===== src/rtl/leaf_arb_pkg.sv =====
// rtl/leaf_arb_pkg.sv - shared state encoding and sizing helper for leaf_stream_arbiter
//
// Contents:
//   ST_IDLE / ST_GRANT : arbiter FSM state encoding
//   clog2()            : ceiling log2, used for counter/index sizing and tag-width checks
package leaf_arb_pkg;

    localparam logic [0:0] ST_IDLE  = 1'b0;
    localparam logic [0:0] ST_GRANT = 1'b1;

    // Number of bits needed to encode values 0..value-1 (0 for value <= 1).
    function automatic int clog2(input int value);
        int result;
        int rem;
        result = 0;
        rem    = value - 1;
        while (rem > 0) begin
            result = result + 1;
            rem    = rem >> 1;
        end
        return result;
    endfunction

endpackage


===== src/rtl/leaf_stream_arbiter_rr_pick.sv =====
// rtl/leaf_stream_arbiter_rr_pick.sv - combinational round-robin priority selector
//
// Ports:
//   req  in  NUM_REQ  request bits
//   last in  IDX_W    index served most recently; search starts at last+1
//   any  out 1        at least one request bit is set
//   idx  out IDX_W    first requester found cyclically after last
module rr_pick #(
    parameter int NUM_REQ = 4,
    parameter int IDX_W   = 2
) (
    input  logic [NUM_REQ-1:0] req,
    input  logic [IDX_W-1:0]   last,
    output logic               any,
    output logic [IDX_W-1:0]   idx
);

    int               pos;
    logic [IDX_W-1:0] pos_idx;

    // Walk from the farthest candidate back to the nearest one, so the
    // requester closest after last is the final (winning) assignment.
    always_comb begin
        any     = 1'b0;
        idx     = '0;
        pos     = 0;
        pos_idx = '0;
        for (int k = NUM_REQ; k >= 1; k--) begin
            pos = int'(last) + k;
            if (pos >= NUM_REQ) begin
                pos = pos - NUM_REQ;
            end
            pos_idx = IDX_W'(pos);
            if (req[pos_idx]) begin
                any = 1'b1;
                idx = pos_idx;
            end
        end
    end

endmodule


===== src/rtl/leaf_stream_arbiter.sv =====
// rtl/leaf_stream_arbiter.sv - round-robin burst arbiter feeding one leaf interface input port
//
// Ports:
//   clk       in  1                     single clock
//   reset     in  1                     synchronous, active-low reset
//   ap_start  in  1                     enables new grants (never aborts a running burst)
//   req_din   in  NUM_REQ*PAYLOAD_BITS  stream i word at [i*PAYLOAD_BITS +: PAYLOAD_BITS]
//   req_vld   in  NUM_REQ               per-stream valid
//   req_ack   out NUM_REQ               per-stream acknowledge (combinational, one-hot or zero)
//   dout      out PAYLOAD_BITS          registered output word
//   dout_vld  out 1                     output word valid
//   dout_ack  in  1                     downstream acknowledge
//   dout_src  out SRC_BITS              index of the stream that produced dout
//   busy      out 1                     high while granting or while dout_vld is high
module leaf_stream_arbiter
    import leaf_arb_pkg::*;
#(
    parameter int NUM_REQ      = 4,
    parameter int PAYLOAD_BITS = 32,
    parameter int BURST_LEN    = 16,
    parameter int SRC_BITS     = 2
) (
    input  logic                            clk,
    input  logic                            reset,
    input  logic                            ap_start,
    input  logic [NUM_REQ*PAYLOAD_BITS-1:0] req_din,
    input  logic [NUM_REQ-1:0]              req_vld,
    output logic [NUM_REQ-1:0]              req_ack,
    output logic [PAYLOAD_BITS-1:0]         dout,
    output logic                            dout_vld,
    input  logic                            dout_ack,
    output logic [SRC_BITS-1:0]             dout_src,
    output logic                            busy
);

    localparam int IDX_W = (clog2(NUM_REQ) < 1) ? 1 : clog2(NUM_REQ);
    localparam int CNT_W = (clog2(BURST_LEN) < 1) ? 1 : clog2(BURST_LEN);

    localparam logic [IDX_W-1:0] IDX_LAST = IDX_W'(NUM_REQ - 1);
    localparam logic [CNT_W-1:0] CNT_LAST = CNT_W'(BURST_LEN - 1);
    localparam logic [CNT_W-1:0] CNT_ONE  = CNT_W'(1);

    if (NUM_REQ < 2 || clog2(NUM_REQ) > SRC_BITS) begin : g_bad_cfg
        $error("leaf_stream_arbiter: NUM_REQ must be >= 2 and fit in SRC_BITS");
    end

    logic [0:0]              state;
    logic [IDX_W-1:0]        g;
    logic [IDX_W-1:0]        last;
    logic [CNT_W-1:0]        cnt;
    logic                    pick_any;
    logic [IDX_W-1:0]        pick_idx;
    logic                    g_vld;
    logic [PAYLOAD_BITS-1:0] g_word;
    logic                    out_free;
    logic                    accept;

    rr_pick #(
        .NUM_REQ (NUM_REQ),
        .IDX_W   (IDX_W)
    ) u_rr_pick (
        .req  (req_vld),
        .last (last),
        .any  (pick_any),
        .idx  (pick_idx)
    );

    // Constant-index mux of the granted stream's valid and word.
    always_comb begin
        g_vld  = 1'b0;
        g_word = '0;
        for (int i = 0; i < NUM_REQ; i++) begin
            if (g == IDX_W'(i)) begin
                g_vld  = req_vld[i];
                g_word = req_din[i*PAYLOAD_BITS +: PAYLOAD_BITS];
            end
        end
    end

    // The output register can take a new word when empty or being drained.
    assign out_free = !dout_vld || dout_ack;
    assign accept   = (state == ST_GRANT) && g_vld && out_free;
    assign busy     = (state == ST_GRANT) || dout_vld;

    always_comb begin
        req_ack = '0;
        for (int i = 0; i < NUM_REQ; i++) begin
            req_ack[i] = accept && (g == IDX_W'(i));
        end
    end

    always_ff @(posedge clk) begin
        if (!reset) begin
            state    <= ST_IDLE;
            g        <= '0;
            last     <= IDX_LAST;
            cnt      <= '0;
            dout     <= '0;
            dout_vld <= 1'b0;
            dout_src <= '0;
        end else begin
            // Output register drains independently of the FSM and ap_start.
            if (accept) begin
                dout     <= g_word;
                dout_src <= SRC_BITS'(g);
                dout_vld <= 1'b1;
            end else if (out_free) begin
                dout_vld <= 1'b0;
            end

            case (state)
                ST_IDLE: begin
                    if (ap_start && pick_any) begin
                        g     <= pick_idx;
                        cnt   <= '0;
                        state <= ST_GRANT;
                    end
                end
                default: begin
                    if (accept) begin
                        cnt <= cnt + CNT_ONE;
                    end
                    // Burst ends on its last word or as soon as the owner goes idle.
                    if ((accept && cnt == CNT_LAST) || !g_vld) begin
                        state <= ST_IDLE;
                        last  <= g;
                        cnt   <= '0;
                    end
                end
            endcase
        end
    end

endmodule

===== config.mk =====
export PLATFORM = sky130hd
export DESIGN_NAME = leaf_stream_arbiter
export DESIGN_NICKNAME = d
export VERILOG_FILES = /design/src/rtl/leaf_arb_pkg.sv /design/src/rtl/leaf_stream_arbiter_rr_pick.sv /design/src/rtl/leaf_stream_arbiter.sv
export SDC_FILE = /design/constraint.sdc
export NUM_CORES = 1
export LEC_CHECK = 0
export ABC_AREA = 1
export BUFFER_PORTS_ARGS = -buffer_cell sky130_fd_sc_hd__buf_4
export CORE_MARGIN = 2
export CORE_UTILIZATION = 46
export DETAILED_ROUTE_END_ITERATION = 12
export PLACE_DENSITY = 0.82
export SETUP_SLACK_MARGIN = 0.15
export SKIP_LAST_GASP = 1
export SLEW_MARGIN = 0
export SYNTH_ARGS = -nofsm -noshare
export SYNTH_HDL_FRONTEND = slang
export SYNTH_SLANG_ARGS = --single-unit

===== constraint.sdc =====
create_clock -name clk -period 2.3 [get_ports clk]
set_input_delay 0.345 -clock clk [delete_from_list [all_inputs] [get_ports clk]]
set_output_delay 0.345 -clock clk [all_outputs]
set_load 0.05 [all_outputs]

; Yosys cells after proc, flatten, opt, wreduce, memory -nomap -nowiden
; Index checks and enable logic that the tools add are counted.
; W data, S select, Z words.
[op_classes]
n_mul = 0
n_reduce_logical = 19
shifts = 0
magnitude_cmp = 8
eq_ne = 5
addsub = 9
n_mux = 37
n_bitwise = 1
div = 0
[op_table]
columns = operator, count
row1 = $mux W32, 4
row2 = $mux W1, 17
row3 = $mux W2, 8
row4 = $mux W4, 4
row5 = $lt A2 B3 Y1 const B, 4
row6 = $ge A3 B3 Y1 const B, 3
row7 = $bmux W1 S2, 4
row8 = $logic_and A1 B1 Y1, 8
row9 = $sub A2 B1 Y2 const B, 4
row10 = $add A2 B2 Y3 const B, 2
row11 = $reduce_and A2 Y1, 3
row12 = $add A2 B3 Y4 const B, 1
row13 = $add A4 B1 Y4 const B, 1
row14 = $eq A2 B2 Y1 const B, 2
row15 = $eq A4 B4 Y1 const B, 1
row16 = $ge A4 B3 Y1 const B, 1
row17 = $reduce_bool A2 Y1, 2
row18 = $add A2 B1 Y3 const B, 1
row19 = $logic_or A1 B1 Y1, 3
row20 = $ne A3 B1 Y1 const B, 1
row21 = $eq A2 B1 Y1 const B, 1
row22 = $logic_not A1 Y1, 2
row23 = $logic_not A2 Y1, 1
row24 = $not A1 Y1, 1
[word_totals]
latch_bits = 0
romBits = 0
regBits = 44
wordCells = 86
ram_bits = 0
out_inout_bits = 40
memories = 0

; Depth between registers and ports, before layout
[logic_depth]
ltp_word = 12
mapped_depth = 13

; Modules after synthesis
; Synthesis repeated with hierarchy kept, for this count alone.
[unflattened]
cells_unflattened = 466
area_unflattened_um2 = 3065.4
[modules_own_cells]
columns = module, cells_each, instances, area_per_inst_um2
row1 = leaf_stream_arbiter, 415, 1, 2819.0
row2 = rr_pick, 51, 1, 246.5

; Worst setup path before layout
; No wires, ideal clock.
[synth_path]
path_kind = register to output
startpoint = register g[1]
endpoint = output port req_ack[0]
slack_ps = -219
stages_incl_launch_ff = 11
arrival_ps = 2174
cell_sequence = dfxtp_1 > buf_6 > nand2_2 > clkinv_2 > nand2_2 > nand2_2 > nand2_2 > nor2_4 > buf_6 > inv_1 > nor3_1
[synth_between]
elab_chain_cells = 8
word_cells_on_any_way = 11
cone_classes = eq/ne (3) / mux (4) / reduce/logical (4)
[synth_lines]
columns = item, line
row1 = start: declaration, leaf_stream_arbiter.sv:48  ; logic [IDX_W-1:0] g;
row2 = start signal: assignment, leaf_stream_arbiter.sv:114  ; g <= pick_idx;
row3 = $logic_not A2 Y1, "leaf_stream_arbiter.sv:73, leaf_stream_arbiter.sv:88"
row4 = $mux W1 (4 in series), leaf_stream_arbiter.sv:73  ; if (g == IDX_W'(i)) begin
row5 = $logic_and A1 B1 Y1 (2 in series), leaf_stream_arbiter.sv:82  ; assign accept = (state == ST_GRANT) && g_vld && out_free;
row6 = $logic_and A1 B1 Y1 *, leaf_stream_arbiter.sv:88  ; req_ack[i] = accept && (g == IDX_W'(i));
row7 = end: declaration, leaf_stream_arbiter.sv:28  ; output logic [NUM_REQ-1:0] req_ack,
; Mark *: on every way between the ends. The rest lies on a longest branch, timed or not.

; Final worst setup path
[layout_path]
startpoint = register g[0]
endpoint = output port req_ack[0]
; Same word-level chain as after synthesis.

==> impl_metrics.py <==
metrics = {
    "layout": {
        "finalNetCount": 771,
        "syn_to_final_growth_pct": 57.8,
        "drive_above_1_share": 0.354,
        "antenna_cells": 0,
        "design_area_um2": 4300,
        "ff_latch_area_um2": 888,
        "fillers": 464,
        "multi_input_area_um2": 1660,
    },
    "yosys": {
        "synth_cell_type_count": 27,
        "synth_nets": 596,
        "syn_avg_cell_area_um2": 5.94,
        "ys.flop_type": "dfxtp_1",
        "ys_ff_latch": 44,
        "yosys-top-cells-area": "dfxtp_1, nand2_1, a21oi_1, nand3_1, nor2_1",
        "yosysTopAreaCell": "dfxtp_1",
        "synth-edff-count": 0,
        "syn_area_um2": 2730,
        "synth_top_area_share": 0.323,
        "synth_cells": 459,
        "synth-seq-area-share": 0.323,
        "yosys_warnings": 0,
        "async_flop_share": 0,
        "synth.most_common_cell": "nand2_1",
        "yosys-top-cells-count": "nand2_1, nor2_1, dfxtp_1",
    },
    "route": {
        "vias": 3583,
        "wl_per_cell_um": 13.5,
        "vias_per_cell": 5.05,
        "post-route-drc-count": 0,
        "wl_um": 9610,
        "drt_iter0_markers": 184,
        "final_antenna_net_count": 0,
        "drt_pre_antenna_iters": 4,
    },
    "clocking": {
        "numCtsBuffers": 5,
        "root_buffer": "clkbuf_8",
        "htreeDepth": 2,
        "clk_latency_ns": 0.29,
        "clk_pin_slew_ns": 0.08,
        "cts_sinks": 44,
        "cts_tree": "done",
        "clockBufferDepth": 2,
    },
    "sta": {
        "rsz0062_at_grt": "true",
        "worst_slew_pin_slew_ns": 0.701,
        "timing.hold.ws_ns": 0.291,
        "finalCritPeriodShare": 0.920,
        "max_freq_mhz": 473,
        "clock_skew_ns": 0.0127,
        "slew_headroom": 0.532,
        "hold_viol_final": 0,
        "setup_tns_ns": 0,
        "drv_slew": 0,
        "min_period_ns": 2.12,
        "setup_viol": 0,
    },
    "floorplan": {
        "fp-row-count": 28,
        "die_area_um2": 6560,
        "io_pins": 176,
        "start_util": 0.469,
        "die_h_um": 81.0,
        "core-area_um2": 5820,
        "die_x_um": 81.0,
    },
    "critical_path": {
        "cp-end-kind": "primary output",
        "crit_fanout": 7,
        "cp-start-kind": "flop",
        "rrSetupSlack_ns": 0.41,
        "path_class": "reg2out",
        "cp.arrival_ns": 1.77,
        "required_ns": 1.96,
    },
    "grt": {
        "grt_first_pass_wirelength_um": 14700,
        "track_usage": 0.286,
        "overflow": 0,
        "grt_pass1_vias": 3257,
        "antenna_found_initial": 0,
        "grt_max_degree": 54,
    },
    "placement": {
        "place_hpwl_um": 7180,
        "place_area_um2": 4080,
        "place.gp.congestion": 0.879,
        "port_buffers": 175,
    },
    "power_and_ir_drop": {
        "ir_drop_uv": 366,
        "cellPowerDensity_nw_per_um2": 643,
        "p_leak_nw": 2.20,
    },
    "worst_hold_path": {
        "hp-class": "in2reg",
    },
    "outcome": {
        "status": "finished clean",
    },
    "flow_run": {
        "drv_cap": 0,
    },
}
[final timing paths]
kind	start	to	depth (start not counted)
max reg2reg	g[0]	dout[29]	9
min reg2reg	dout_src[0]	dout_src[0]	2
min	reset	last[0]	2
max	g[0]	req_ack[0]	10
[registers in the layout (all words and copies together), names as in the netlist]
register and cells:
cnt 4, dout_src 2, dout 32, state 1
g 2, dout_vld 1, last 2
[area by class of cell]
cell class | instances | share of cell area
well taps | 75 | 0.0218
repair buffers | 193 | 0.341
flip-flops and latches | 44 | 0.206
clock inverters | 2 | 0.00814
inverters | 22 | 0.0195
multi-input cells | 368 | 0.386
clock buffers | 6 | 0.0169
[stage by stage]
stage | power (mW) | utilization | cells | setup slack [ns]
6_report | 2.77 | 0.740 | 710 | 0.184
5_1_grt | 2.94 | 0.740 | 710 | 0.110
4_1_cts | 2.73 | 0.726 | 704 | 0.172
3_5_place_dp | 2.13 | 0.701 | 694 | 0.187
3_3_place_gp | 2.11 | 0.701 | 694 | 0.282
2_1_floorplan | 1.72 | - | 459 | 0.0670
[worst max-delay path, stage by stage, from the launching register on]
cell and delay, ns:
dfxtp_4 0.40, buf_6 0.13, nor2_8 0.03, nand2_2 0.08, nand3_4 0.08, nand2_4 0.09
nand2_4 0.05, nor2_4 0.17, inv_2 0.08, nor3_2 0.18, buf_6 0.18
[cells in the final DEF, fill, tap and decap left out, drive strengths merged]
| cell | n |
|---|---|
| nor2 | 54 |
| clkbuf | 6 |
| nand3b | 1 |
| nand2 | 190 |
| xnor2 | 1 |
| nor3 | 1 |
| inv | 21 |
| o31ai | 1 |
| clkinv | 2 |
| bufinv | 1 |
| o21ai | 35 |
| nand3 | 40 |
| ha | 1 |
| o2111ai | 2 |
| buf | 193 |
| a21oi | 41 |
| xor2 | 1 |
| dfxtp | 44 |
[repair_timing]
action,CTS,global route
setup endpoints to repair,4,4
buffers inserted,1,6
hold endpoints to repair,0,0
gates resized for setup,7,10
pin swaps,2,6
cloned,1,0
hold buffers,0,0
[logic make-up after synthesis]
kind of cell / share of synthesized area
AND/OR/NAND/NOR: 0.429
XOR/XNOR: 0.00642
AO/OA/AOI/OAI: 0.151
adder cells (fa/ha/maj): 0.00459
buffers and inverters: 0.0853
flip-flops: 0.323
[power breakdown]
| group | switching (mW) | internal, mW | leakage, nW |
|---|---|---|---|
| Clock | 0.258 | 0.322 | 0.0552 |
| Combinational | 0.765 | 0.499 | 1.78 |
| Sequential | 0.0719 | 0.850 | 0.362 |
[metal layers]
| layer | wire (µm) | vias up | global-route usage |
|---|---|---|---|
| met1 | 3950 | 1617 | 0.351 |
| met2 | 4860 | 139 | 0.495 |
| met4 | 210 | 0 | 0.105 |
| met5 | 0 | - | 0 |
| met3 | 586 | 16 | 0.0567 |
| li1 | - | 1811 | - |
No activity file was read; power rests on OpenSTA's default activity.
